$ cat src/rtl/steer_qual_if.sv
// Load-cell and steering-qualifier signal bundle between the balance-board front end and steer_qual.
// The master drives the load cells; the slave (steer_qual) returns the difference and qualifier flags.
interface steer_qual_if #(
  parameter int LD_W = 12
);
  logic        [LD_W-1:0] lft_ld;
  logic        [LD_W-1:0] rght_ld;
  logic signed [LD_W:0]   ld_cell_diff;
  logic                   en_steer;
  logic                   rider_off;

  modport master (
    output lft_ld,
    output rght_ld,
    input  ld_cell_diff,
    input  en_steer,
    input  rider_off
  );

  modport slave (
    input  lft_ld,
    input  rght_ld,
    output ld_cell_diff,
    output en_steer,
    output rider_off
  );
endinterface

$ cat src/rtl/steer_qual.sv
// Rider qualification for steering: enables steering once a rider has stood balanced for the settle time.
// Define STEER_QUAL_FAST_SIM_EN to shrink the settle terminal count to TMR_FULL>>11 for simulation.
module steer_qual #(
  parameter int              LD_W         = 12,
  parameter logic [LD_W-1:0] MIN_RIDER_WT = 12'h200,
  parameter logic [LD_W-1:0] HYST         = 12'h040,
  parameter logic [25:0]     TMR_FULL     = 26'd65_000_000,
  parameter int              EN_SHIFT     = 2,
  parameter int              OFF_SHIFT    = 4
) (
  input logic         clk,
  input logic         rst,
  steer_qual_if.slave bus
);

`ifdef STEER_QUAL_FAST_SIM_EN
  localparam logic [25:0] TC = TMR_FULL >> 11;
`else
  localparam logic [25:0] TC = TMR_FULL;
`endif

  // A zero terminal count would give a zero-width timer, so keep at least one bit.
  localparam int               TMR_W   = (TC == 26'd0) ? 1 : $clog2(int'(TC) + 1);
  localparam logic [TMR_W-1:0] TC_CNT  = TMR_W'(TC);
  localparam logic [LD_W-1:0]  OFF_THR = MIN_RIDER_WT - HYST;

  typedef enum logic [1:0] {
    IDLE     = 2'd0,
    WAIT     = 2'd1,
    STEER_EN = 2'd2
  } state_t;

  logic        [LD_W:0]    sum;
  logic        [LD_W-1:0]  abs_diff;
  logic        [LD_W:0]    en_frac;
  logic        [LD_W:0]    off_frac;
  logic                    sum_gt_min;
  logic                    sum_lt_min;
  logic                    diff_gt_en;
  logic                    diff_gt_off;
  logic                    tmr_full;

  state_t                  state_q,     state_d;
  logic        [TMR_W-1:0] tmr_q,       tmr_d;
  logic                    en_steer_q,  en_steer_d;
  logic                    rider_off_q, rider_off_d;
  logic signed [LD_W:0]    diff_q,      diff_d;

  // Weight and balance qualifiers, all taken straight from the current samples.
  always_comb begin
    sum      = {1'b0, bus.lft_ld} + {1'b0, bus.rght_ld};
    abs_diff = (bus.lft_ld >= bus.rght_ld) ? (bus.lft_ld - bus.rght_ld)
                                           : (bus.rght_ld - bus.lft_ld);
    en_frac  = sum >> EN_SHIFT;
    off_frac = sum - (sum >> OFF_SHIFT);

    sum_gt_min  = sum > {1'b0, MIN_RIDER_WT};
    sum_lt_min  = sum < {1'b0, OFF_THR};
    diff_gt_en  = {1'b0, abs_diff} > en_frac;
    diff_gt_off = {1'b0, abs_diff} > off_frac;
    tmr_full    = (tmr_q == TC_CNT);
  end

  always_comb begin
    // NOTE: every signal assigned here gets a default first so no path can leave it unassigned and infer a latch.
    state_d     = state_q;
    tmr_d       = tmr_q;
    rider_off_d = 1'b0;

    unique case (state_q)
      IDLE: begin
        if (sum_gt_min) begin
          state_d = WAIT;
          tmr_d   = '0;
        end
      end

      WAIT: begin
        if (sum_lt_min) begin
          state_d     = IDLE;
          rider_off_d = 1'b1;
        end else if (diff_gt_en) begin
          tmr_d = '0;
        end else begin
          // Settle timer saturates at the terminal count rather than wrapping.
          if (!tmr_full) tmr_d = tmr_q + TMR_W'(1);
          if (tmr_full)  state_d = STEER_EN;
        end
      end

      STEER_EN: begin
        if (sum_lt_min) begin
          state_d     = IDLE;
          rider_off_d = 1'b1;
        end else if (diff_gt_off) begin
          state_d = WAIT;
          tmr_d   = '0;
        end
      end

      default: begin
        state_d = IDLE;
        tmr_d   = '0;
      end
    endcase

    // Outputs are decoded from the next state so they change on the same edge as the state.
    en_steer_d = (state_d == STEER_EN);
    diff_d     = $signed({1'b0, bus.lft_ld}) - $signed({1'b0, bus.rght_ld});
  end

  always_ff @(posedge clk or posedge rst) begin
    if (rst) begin
      state_q     <= IDLE;
      tmr_q       <= '0;
      en_steer_q  <= 1'b0;
      rider_off_q <= 1'b0;
      diff_q      <= '0;
    end else begin
      // NOTE: non-blocking assignments so every flop samples the pre-edge values regardless of statement order.
      state_q     <= state_d;
      tmr_q       <= tmr_d;
      en_steer_q  <= en_steer_d;
      rider_off_q <= rider_off_d;
      diff_q      <= diff_d;
    end
  end

  assign bus.en_steer     = en_steer_q;
  assign bus.rider_off    = rider_off_q;
  assign bus.ld_cell_diff = diff_q;

endmodule

$ cat src/flat_wrapper.sv
// flat-port wrapper written by rule: the top's interface ports become plain ports
module steer_qual_flat 
#(
  parameter int              LD_W         = 12,
  parameter logic [LD_W-1:0] MIN_RIDER_WT = 12'h200,
  parameter logic [LD_W-1:0] HYST         = 12'h040,
  parameter logic [25:0]     TMR_FULL     = 26'd65_000_000,
  parameter int              EN_SHIFT     = 2,
  parameter int              OFF_SHIFT    = 4
)
  (clk, rst, bus_lft_ld, bus_rght_ld, bus_ld_cell_diff, bus_en_steer, bus_rider_off);
  steer_qual_if #(.LD_W(LD_W)) bus_i ();
  input logic clk;
  input logic rst;
  input wire logic [$bits(bus_i.lft_ld)-1:0] bus_lft_ld;
  input wire logic [$bits(bus_i.rght_ld)-1:0] bus_rght_ld;
  output wire logic [$bits(bus_i.ld_cell_diff)-1:0] bus_ld_cell_diff;
  output wire logic [$bits(bus_i.en_steer)-1:0] bus_en_steer;
  output wire logic [$bits(bus_i.rider_off)-1:0] bus_rider_off;
  assign bus_i.lft_ld = bus_lft_ld;
  assign bus_i.rght_ld = bus_rght_ld;
  assign bus_ld_cell_diff = bus_i.ld_cell_diff;
  assign bus_en_steer = bus_i.en_steer;
  assign bus_rider_off = bus_i.rider_off;
  steer_qual #(.LD_W(LD_W), .MIN_RIDER_WT(MIN_RIDER_WT), .HYST(HYST), .TMR_FULL(TMR_FULL), .EN_SHIFT(EN_SHIFT), .OFF_SHIFT(OFF_SHIFT)) u_core (.clk(clk), .rst(rst), .bus(bus_i));
endmodule
$ cat config.mk
export PLATFORM = sky130hd
export DESIGN_NAME = steer_qual_flat
export DESIGN_NICKNAME = d
export VERILOG_FILES = /design/src/rtl/steer_qual_if.sv /design/src/rtl/steer_qual.sv /design/src/flat_wrapper.sv
export SDC_FILE = /design/constraint.sdc
export NUM_CORES = 1
export LEC_CHECK = 0
export BUFFER_PORTS_ARGS = -buffer_cell sky130_fd_sc_hd__buf_2
export CAP_MARGIN = 5
export CORE_MARGIN = 2
export CORE_UTILIZATION = 45
export CTS_CLUSTER_DIAMETER = 30
export DETAILED_ROUTE_END_ITERATION = 7
export GPL_ROUTABILITY_DRIVEN = 0
export GPL_TIMING_DRIVEN = 0
export HOLD_SLACK_MARGIN = 0.12
export PLACE_DENSITY_LB_ADDON = 0.05
export SLEW_MARGIN = 20
export SYNTH_ARGS = -nofsm -noshare
export SYNTH_HDL_FRONTEND = slang
export SYNTH_SLANG_ARGS = --single-unit
export TNS_END_PERCENT = 5
$ cat constraint.sdc
create_clock -name clk -period 4.2 [get_ports clk]
set_clock_uncertainty 0.1 [all_clocks]
set_input_delay 0.42 -clock clk [delete_from_list [all_inputs] [get_ports clk]]
set_output_delay 0.42 -clock clk [all_outputs]
set_load 0.02 [all_outputs]
==> out/summary.txt, run 1 <==
Status = finished, violations left
Failing checks = setup timing
Seq pwr share = 16.6%
Switching share of power = 44.58%
Mean area per synthesized cell = 8.330 um^2
Clock Path Buffers = 2
Yosys top cell by area = dfrtp_1
HP Class = flop to flop
Rel. slew slack = 56.60%
LEAKAGE = 0.003330 uW
Max Clock Freq = 180.7 MHz
Root Driver = clkbuf_16
Initial antenna violation count = 0
Largest net degree at the start of global routing = 23
Setup violators final = 29
GRT met3 Usage = 2.824%
Setup tns final = -36.06 ns
Layout area overhead = 27.27%
Slowest-stage cell, CP = a2111oi_4
Ant. Diodes = 0
Slew Viols, Final = 0
Mapped cell area = 5598 um^2
Cell count after placement = 881
Vias in the first global route = 5375
Initial Utilization = 46.41%
CTS clock-pin slew for the worst setup and hold paths = 0.07 ns
Residual DRC = 0
Setup slack, reg-to-reg = 1.44 ns
Flops & latches, synth = 43
Synth warn = 0
Worst hold path depth = 1
Final antenna-violating net count = 0
Sink Count = 43
Fillers = 1065
CORE AREA = 12060 um^2
Int Power = 1560 uW
Reg2Reg Launch Point = u_core.tmr_q[1]$_DFFE_PP0P_
Die Width = 115.5 um
Routing usage on met1 = 29.99%
Per-cell routed wire length = 18.16 um
PortBufs = 40
WL final = 17.07 mm
IR drop worst, VDD = 0.0001539 V
First drt pass iteration count = 5
P_sw = 1255 uW
GRT Total Usage = 25.23%
Logic gate share of total power = 68.5%
DR iter-0 viols = 222
FF-to-FF End = u_core.tmr_q[24]$_DFFE_PP0P_
Synth async-reset ratio = 100.0%
H-tree Lvls = 2
Global routing usage on met2 = 46.39%
Reg2Reg Depth = 12
Max-Cap Viols = 0
Post-DP HPWL = 12.62 mm
Final hold violation count = 0
Remaining Overflow, GRT = 0
Vias/cell = 5.916
CTS tree = built
Ranking of synthesized cells by area = dfrtp_1, ha_1, xnor2_1
Fin nets = 871
# rows = 40
Die area = 13350 um^2
CP max stage delay = 0.47 ns
P per Cell Area = 395.0 nW/um^2
First-pass GRT wire length = 26.62 mm
Post-synthesis cell type count = 82
Die Ht = 115.5 um
Arr. time, crit path = 5.63 ns
Crit share post-route = 131.8%
TritonCTS buffer count = 5
Post-synth EDFFs = 0
Final WS setup = -1.335 ns
CP Max Fanout = 6
GRT Max-Usage Layer = met2
Non-Filler Instances = 940
RSZ-0062 raised after global routing = true
Hold path endpoint = u_core.tmr_q[19]$_DFFE_PP0P_
Register area share after synthesis = 19.22%
CP endpoint kind = flop
CP startpoint kind = input port
I/O pins = 41
Syn Inst Count = 672
Synth cell count leaders = ha_1, inv_1, nor2_1
Top_reg_cell synth = dfrtp_1
Worst Path Required = 4.29 ns
Mapped Nets = 772
Share of cells above drive strength 1 = 28.89%
Via count = 5561
Shortest period the worst path allows = 5.535 ns
Crit path kind = input port to flop
Yosys top cell area share = 19.22%
Clock network power share = 14.9%
Slew @ Worst Pin = 0.6467 ns
Worst skew pair latency = 0.30 ns
Most frequent cell after synthesis = ha_1
Crit-path most repeated cell = a21o_1
Hold Crit Start = u_core.tmr_q[19]$_DFFE_PP0P_
==> through the flow <==
step | worst slack, ns | instance area (um^2) | power [uW] | hold WS, ns | utilization, %
after global placement | -2.101 | 6087 | 1920 | 0.4241 | 50.47
after floorplan | -1.250 | 5677 | 1602 | 0.3978 | -
after global routing | -1.533 | 7124 | 2997 | 0.4712 | 59.07
after CTS | -1.298 | 6765 | 2645 | 0.4461 | 56.09
after detailed placement | -2.185 | 6107 | 1967 | 0.3967 | 50.63
final | -1.335 | 7124 | 2814 | 0.4520 | 59.07
==> flip-flops by register name, summed over array words and instances (netlist names) <==
name                     cells
u_core.bus.en_steer          1
u_core.tmr_q                26
u_core.state_q               2
u_core.bus.rider_off         1
u_core.bus.ld_cell_diff     13
==> power groups by stage <==
stage                     combinational [uW]  clock (uW)  sequential, uW
after CTS                               1750         422             468
after floorplan                         1090           0             509
final                                   1930         419             468
after global placement                  1440           0             475
after detailed placement                1490           0             476
after global routing                    2080         444             472
==> layout by cell type, fill, tap and decap left out, drive strengths merged, types with 8 or more instances in the layout <==
master | synthesis | final
buf | 17 | 106
xor2 | 11 | 11
ha | 70 | 70
a211oi | 9 | 9
a21oi | 38 | 38
a21o | 27 | 27
o211ai | 9 | 9
dfrtp | 43 | 43
and4 | 8 | 8
nand4 | 14 | 14
nand2 | 40 | 40
nor4 | 13 | 13
o21bai | 8 | 8
nor3 | 10 | 10
nand3 | 33 | 33
o21a | 8 | 8
xnor2 | 24 | 24
nor2b | 11 | 11
and3 | 15 | 15
o21ai | 24 | 24
clkbuf | 7 | 14
nor2 | 45 | 45
inv | 55 | 55
or2 | 11 | 11
a22o | 19 | 19
==> worst max-delay path: cells and delay by family <==
kind,cells,cell delay (ns)
AO/OA/AOI/OAI,11,2.42
XOR/XNOR,2,0.31
adder cells (fa/ha/maj),3,0.76
buffers and inverters,5,0.60
multiplexers,1,0.25
AND/OR/NAND/NOR,6,0.83
==> cells by family (layout without fill, tap and decap cells) <==
group	Yosys count	after routing	synth area share, %
flops	43	43	19.22
mux	6	6	1.140
simple gates	232	232	22.80
buf+inv	80	180	6.169
compound gates	200	200	27.54
fa+ha+maj	75	75	17.26
xor+xnor	36	36	5.878
==> layout make-up <==
cell class / count / area (um^2) / area share [%]
Timing Repair Buffer: 92 / 669.4 / 9.396
Clock inverter: 3 / 23.77 / 0.3337
Sequential cell: 43 / 1076 / 15.10
Inverter: 56 / 214.0 / 3.003
Multi-Input combinational cell: 549 / 4627 / 64.95
Buffer: 24 / 178.9 / 2.511
Clock buffer: 5 / 125.1 / 1.756
Tap cell: 168 / 210.2 / 2.950
==> repair_timing <==
item | 4_1_cts | 5_1_grt
cloned | 1 | 0
setup endpoints to repair | 29 | 29
buffers inserted | 30 | 19
resized for setup | 62 | 49
pin swaps | 45 | 39
hold endpoints to repair | 21 | 0
hold buffers | 1 | 0
==> worst max-delay path by stage <==
stage / start / end / slack, ns
after floorplan: bus_rght_ld[0] / u_core.tmr_q[0]$_DFFE_PP0P_ / -1.25
after global placement: bus_rght_ld[1] / u_core.tmr_q[23]$_DFFE_PP0P_ / -2.10
after detailed placement: bus_rght_ld[1] / u_core.tmr_q[18]$_DFFE_PP0P_ / -2.19
after CTS: bus_rght_ld[1] / u_core.tmr_q[0]$_DFFE_PP0P_ / -1.30
after global routing: bus_rght_ld[1] / u_core.tmr_q[0]$_DFFE_PP0P_ / -1.53
final: bus_rght_ld[1] / u_core.tmr_q[0]$_DFFE_PP0P_ / -1.34
==> layer usage <==
metal / up-vias / routed length, um
met3: 44 / 473
met4: 0 / 613
met2: 132 / 8791
met5: - / 0
met1: 2687 / 7195
li1: 2698 / -
No activity file was read; power rests on OpenSTA's default activity.
==> inputs of run 2 (changes only) <==
--- a/config.mk
+++ b/config.mk
@@ -7,6 +7,7 @@
 export LEC_CHECK = 0
 export BUFFER_PORTS_ARGS = -buffer_cell sky130_fd_sc_hd__buf_2
 export CAP_MARGIN = 5
+export CORE_ASPECT_RATIO = 1.1
 export CORE_MARGIN = 2
 export CORE_UTILIZATION = 45
 export CTS_CLUSTER_DIAMETER = 30
@@ -15,7 +16,7 @@
 export GPL_TIMING_DRIVEN = 0
 export HOLD_SLACK_MARGIN = 0.12
 export PLACE_DENSITY_LB_ADDON = 0.05
-export SLEW_MARGIN = 20
+export SLEW_MARGIN = 40
 export SYNTH_ARGS = -nofsm -noshare
 export SYNTH_HDL_FRONTEND = slang
 export SYNTH_SLANG_ARGS = --single-unit
==> out/summary.txt, run 2 (synthesized netlist as in run 1, its figures left out) <==
Metal2 WL = 8.546 mm (was 8.791 mm)
Dpl cell area = 6092 um^2 (was 6107 um^2)
I/O pins = 41 (unchanged)
TritonCTS buffer count = 5 (unchanged)
Arr. time, crit path = 5.65 ns (was 5.63 ns)
CP endpoint kind = flop (unchanged)
CORE AREA = 12090 um^2 (was 12060 um^2)
Per-cell routed wire length = 17.66 um (was 18.16 um)
Sink Count = 43 (unchanged)
DR top layer = met4 (unchanged)
Remaining Overflow, GRT = 0 (unchanged)
Worst Path Required = 4.27 ns (was 4.29 ns)
Failing checks = setup timing (unchanged)
CTS clock-pin slew for the worst setup and hold paths = 0.06 ns (was 0.07 ns)
Setup tns final = -37.04 ns (was -36.06 ns)
Slowest-stage cell, CP = fa_2 (was a2111oi_4)
First-pass GRT wire length = 26.51 mm (was 26.62 mm)
Vias in the first global route = 5487 (was 5375)
CTS tree = built (unchanged)
Max-Cap Viols = 0 (unchanged)
PortBufs = 40 (unchanged)
Crit share post-route = 132.9% (was 131.8%)
Share of cells above drive strength 1 = 23.15% (was 28.89%)
Root Driver = clkbuf_16 (unchanged)
# rows = 42 (was 40)
Most frequent cells in the layout = ha_1, inv_1, buf_2 (was ha_1, buf_4, inv_1)
Post-DP HPWL = 12.55 mm (was 12.62 mm)
Worst slack, placed = -2.202 ns (was -2.185 ns)
Post-route cell area = 6740 um^2 (was 7124 um^2)
H-tree Lvls = 2 (unchanged)
Most frequent standard cell in the layout excluding fill and tap cells = ha_1 (unchanged)
First drt pass iteration count = 4 (was 5)
Via count = 5440 (was 5561)
Status = finished, violations left (unchanged)
Shortest period the worst path allows = 5.582 ns (was 5.535 ns)
WL final = 16.07 mm (was 17.07 mm)
Crit path kind = input port to flop (unchanged)
Slew @ Worst Pin = 0.7569 ns (was 0.6467 ns)
RSZ-0062 raised after global routing = true (unchanged)
Max Clock Freq = 179.2 MHz (was 180.7 MHz)
Final hold violation count = 0 (unchanged)
P per Cell Area = 384.1 nW/um^2 (was 395.0 nW/um^2)
Die Width = 110.3 um (was 115.5 um)
GRT Total Usage = 25.13% (was 25.23%)
WL met1 = 6.546 mm (was 7.195 mm)
Setup violators final = 29 (unchanged)
CP max stage delay = 0.41 ns (was 0.47 ns)
Top reg by flops = u_core.tmr_q (unchanged)
Rel. slew slack = 49.54% (was 56.60%)
Clock Path Buffers = 2 (unchanged)
Die area = 13350 um^2 (about the same)
Residual DRC = 0 (unchanged)
Max reg flops = 26 (unchanged)
IR drop worst, VDD = 0.0002760 V (was 0.0001539 V)
Slew Viols, Final = 0 (unchanged)
Detail Route met3 WL = 452 um (was 473 um)
Ant. Diodes = 0 (unchanged)
Vias/cell = 5.978 (was 5.916)
Final Util = 55.77% (was 59.07%)
Initial antenna violation count = 0 (unchanged)
DR iter-0 viols = 320 (was 222)
Die Ht = 121.0 um (was 115.5 um)
CP Max Fanout = 10 (was 6)
Layout area overhead = 20.41% (was 27.27%)
LEAKAGE = 0.003191 uW (was 0.003330 uW)
Worst skew pair latency = 0.29 ns (was 0.30 ns)
HP Class = flop to flop (unchanged)
Initial Utilization = 46.31% (was 46.41%)
Final antenna-violating net count = 0 (unchanged)
Largest net degree at the start of global routing = 31 (was 23)
Final WS setup = -1.382 ns (was -1.335 ns)
CP startpoint kind = input port (unchanged)
Fin nets = 855 (was 871)
run 2: cell types whose count changed in the layout (fill, tap and decap cells not counted), sizes merged:
cell      previous run  this run
inv                 55        54
clkinv               1         2
buf                106        91
clkbuf              14        15
clkinvlp             3         1
run 2: critical path: cells and delay by family:
family,cells,cell delay (ns)
compound gates,9,2.26
mux,1,0.26
simple gates,6,0.84
xor+xnor,2,0.42
fa+ha+maj,3,0.96
buf+inv,4,0.48
run 2: through the flow:
| step | std cells | hold slack, ns | power [uW] |
|---|---|---|---|
| final | 910 | 0.4574 | 2589 |
| after global routing | 910 | 0.4850 | 2783 |
| after CTS | 905 | 0.4555 | 2561 |
| after detailed placement | 867 | 0.2625 | 1965 |
| after global placement | 866 | 0.4261 | 1924 |
| after floorplan | 672 | 0.3978 | 1602 |
run 2: worst paths after layout:
| path | start | to | cells past startpoint | slack, ns |
|---|---|---|---|---|
| hold / removal | u_core.tmr_q[24]$_DFFE_PP0P_ | u_core.tmr_q[24]$_DFFE_PP0P_ | 1 | 0.46 |
| hold reg to reg | u_core.tmr_q[24]$_DFFE_PP0P_ | u_core.tmr_q[24]$_DFFE_PP0P_ | 1 | 0.46 |
| min in group asynchronous | rst | u_core.tmr_q[10]$_DFFE_PP0P_ | 3 | 0.50 |
| setup / recovery | bus_rght_ld[1] | u_core.tmr_q[0]$_DFFE_PP0P_ | 25 | -1.38 |
| setup reg to reg | u_core.tmr_q[2]$_DFFE_PP0P_ | u_core.tmr_q[25]$_DFFE_PP0P_ | 11 | 1.54 |
| max in group asynchronous | rst | u_core.bus.ld_cell_diff[11]$_DFF_PP0_ | 4 | 3.08 |
run 2: timing repair:
item                                   in CTS  in global routing
endpoints found under the hold margin      13                  0
setup endpoints to repair                  29                 29
gates resized for setup                    31                 19
pin swaps                                  24                 17
hold buffers                                1                  0
buffers inserted                           29                  6
run 2: power breakdown:
part,internal [uW],switching [uW],leakage [uW]
Clock,220,155,0.0000679
Combinational,780,966,0.00256
Sequential,451,17.9,0.000565
run 2: area by class of cell:
cell class	count	area, um^2
tap	154	192.7
buffer	24	147.6
multi-input combinational	549	4478
fill	1162	5346
clock buffer	7	132.6
timing repair buffer	76	491.7
sequential	43	1076
clock inverter	1	5.005
inverter	56	216.5
run 2: routing by layer:
layer	GRT usage (%)	vias to the layer above
met5	0	-
met4	11.48	0
met3	2.041	32
met2	46.36	121
met1	28.83	2623
li1	-	2664
==> inputs of run 3 (changes only) <==
--- a/config.mk
+++ b/config.mk
@@ -11,6 +11,7 @@
 export CORE_MARGIN = 2
 export CORE_UTILIZATION = 45
 export CTS_CLUSTER_DIAMETER = 30
+export CTS_CLUSTER_SIZE = 28
 export DETAILED_ROUTE_END_ITERATION = 7
 export GPL_ROUTABILITY_DRIVEN = 0
 export GPL_TIMING_DRIVEN = 0
==> constraint.sdc (replaced) <==
create_clock -name clk -period 5.4 [get_ports clk]
set_clock_uncertainty 0.1 [all_clocks]
set_input_delay 0.54 -clock clk [delete_from_list [all_inputs] [get_ports clk]]
set_output_delay 0.54 -clock clk [all_outputs]
set_load 0.02 [all_outputs]
==> out/summary.txt, run 3 (synthesized netlist as in run 1, its figures left out) <==
Final hold violation count = 0 (unchanged)
Vias in the first global route = 5472 (was 5487)
H-tree Lvls = 2 (unchanged)
Die area = 13350 um^2 (unchanged)
Fillers = 1162 (unchanged)
Setup violators final = 28 (was 29)
Root Driver = clkbuf_16 (unchanged)
Crit share post-route = 105.6%
Rel. slew slack = 51.08% (was 49.54%)
CORE AREA = 12090 um^2 (unchanged)
Share of cells above drive strength 1 = 22.78% (was 23.15%)
CTS tree = built (unchanged)
CP startpoint kind = input port (unchanged)
Worst hold path depth = 1 (unchanged)
Max reg flops = 26 (unchanged)
Crit path kind = input port to flop (unchanged)
Ant. Diodes = 0 (unchanged)
Remaining Overflow, GRT = 0 (unchanged)
GRT Total Usage = 25.12% (was 25.13%)
RSZ-0062 raised after global routing = true (unchanged)
Shortest period the worst path allows = 5.703 ns
Setup tns final = -5.982 ns (was -37.04 ns)
I/O pins = 41 (unchanged)
Post-DP HPWL = 12.55 mm (unchanged)
Layout area overhead = 20.21% (was 20.41%)
Worst Path Required = 5.47 ns (was 4.27 ns)
First drt pass iteration count = 5 (was 4)
WL final = 16.11 mm (was 16.07 mm)
Slew @ Worst Pin = 0.7338 ns (was 0.7569 ns)
Clock Path Buffers = 2 (unchanged)
# rows = 42 (unchanged)
Worst skew pair latency = 0.29 ns (about the same)
Die Ht = 121.0 um (unchanged)
Top reg by flops = u_core.tmr_q (unchanged)
HP Class = flop to flop (unchanged)
Total power = 2016 uW (was 2589 uW)
Sink Count = 43 (unchanged)
Final antenna-violating net count = 0 (unchanged)
Vias/cell = 6.046 (was 5.978)
First-pass GRT wire length = 26.48 mm (was 26.51 mm)
Most frequent standard cell in the layout excluding fill and tap cells = ha_1 (unchanged)
Residual DRC = 0 (unchanged)
Fin nets = 854 (was 855)
Via count = 5496 (was 5440)
CP endpoint kind = flop (unchanged)
Most frequent cells in the layout = ha_1, inv_1, buf_2 (unchanged)
Initial antenna violation count = 0 (unchanged)
PortBufs = 40 (unchanged)
CP max stage delay = 0.41 ns (about the same)
Initial Utilization = 46.31% (unchanged)
Die Width = 110.3 um (unchanged)
LEAKAGE = 0.003182 uW (was 0.003191 uW)
TritonCTS buffer count = 5 (unchanged)
Per-cell routed wire length = 17.72 um (was 17.66 um)
CP Max Fanout = 10 (unchanged)
Slew Viols, Final = 0 (unchanged)
Largest net degree at the start of global routing = 31 (unchanged)
CTS clock-pin slew for the worst setup and hold paths = 0.06 ns (about the same)
Arr. time, crit path = 5.77 ns (was 5.65 ns)
Reg2Reg Depth = 11 (unchanged)
Max Clock Freq = 175.3 MHz
Failing checks = setup timing (unchanged)
Max-Cap Viols = 0 (unchanged)
P per Cell Area = 299.6 nW/um^2 (was 384.1 nW/um^2)
DR iter-0 viols = 337 (was 320)
Status = finished, violations left (unchanged)
WHS = 0.4579 ns (was 0.4574 ns)
IR drop worst, VDD = 0.0002141 V (was 0.0002760 V)
Slowest-stage cell, CP = fa_2 (unchanged)
Final WS setup = -0.3034 ns (was -1.382 ns)
==> run 3: what timing repair did <==
action | 4_1_cts | 5_1_grt
resized for setup | 29 | 18
setup endpoints to repair | 29 | 29
pin swaps | 24 | 17
hold buffers | 1 | 0
setup buffers | 29 | 6
cloned | 0 | 0
hold endpoints to repair | 13 | 0
==> run 3: where the power goes <==
group	internal [uW]	leakage, uW	switching (uW)
Clock	171	0.0000679	122
Sequential	350	0.000565	13.9
Combinational	606	0.00255	752
==> run 3: worst paths after layout <==
path / start / end / slack (ns)
min: u_core.tmr_q[24]$_DFFE_PP0P_ / u_core.tmr_q[24]$_DFFE_PP0P_ / 0.46
max reg2reg: u_core.tmr_q[2]$_DFFE_PP0P_ / u_core.tmr_q[25]$_DFFE_PP0P_ / 2.74
max: bus_rght_ld[1] / u_core.tmr_q[0]$_DFFE_PP0P_ / -0.30
min in group asynchronous: rst / u_core.tmr_q[10]$_DFFE_PP0P_ / 0.61
max in group asynchronous: rst / u_core.bus.ld_cell_diff[11]$_DFF_PP0_ / 4.17
min reg2reg: u_core.tmr_q[24]$_DFFE_PP0P_ / u_core.tmr_q[24]$_DFFE_PP0P_ / 0.46
==> run 3: critical path, delay by kind of cell <==
family	cells	cell delay, ns
AND/OR/NAND/NOR	6	0.84
multiplexers	1	0.26
buffers and inverters	4	0.48
XOR/XNOR	2	0.43
adder cells (fa/ha/maj)	3	0.96
AO/OA/AOI/OAI	9	2.26
==> run 3: through the flow <==
step,instances,area (um^2),setup slack (ns),utilization [%]
3_5_place_dp,867,6092,-1.122,50.40
3_3_place_gp,866,6070,-1.083,50.22
5_1_grt,909,6729,-0.5047,55.67
6_report,909,6729,-0.3034,55.67
2_1_floorplan,672,5677,-0.1700,-
4_1_cts,904,6621,-0.2678,54.78
==> run 3: cell type report <==
cell class              instances  area (um^2)  share of cell area [%]
multi-input cells             549         4473                   66.47
flip-flops and latches         43         1076                   15.99
repair buffers                 76        491.7                   7.308
inverters                      56        216.5                   3.217
well taps                     154        192.7                   2.864
plain buffers                  23        141.4                   2.101
clock buffers                   7        132.6                   1.971
clock inverters                 1        5.005                 0.07438
==> run 3: routing by layer <==
layer / share of wire (%) / global-route usage, % / vias up
met4: 3.6 / 11.41 / 0
met3: 2.5 / 2.041 / 40
met2: 53 / 46.40 / 131
li1: - / - / 2664
met5: 0 / 0 / -
met1: 41 / 28.79 / 2661
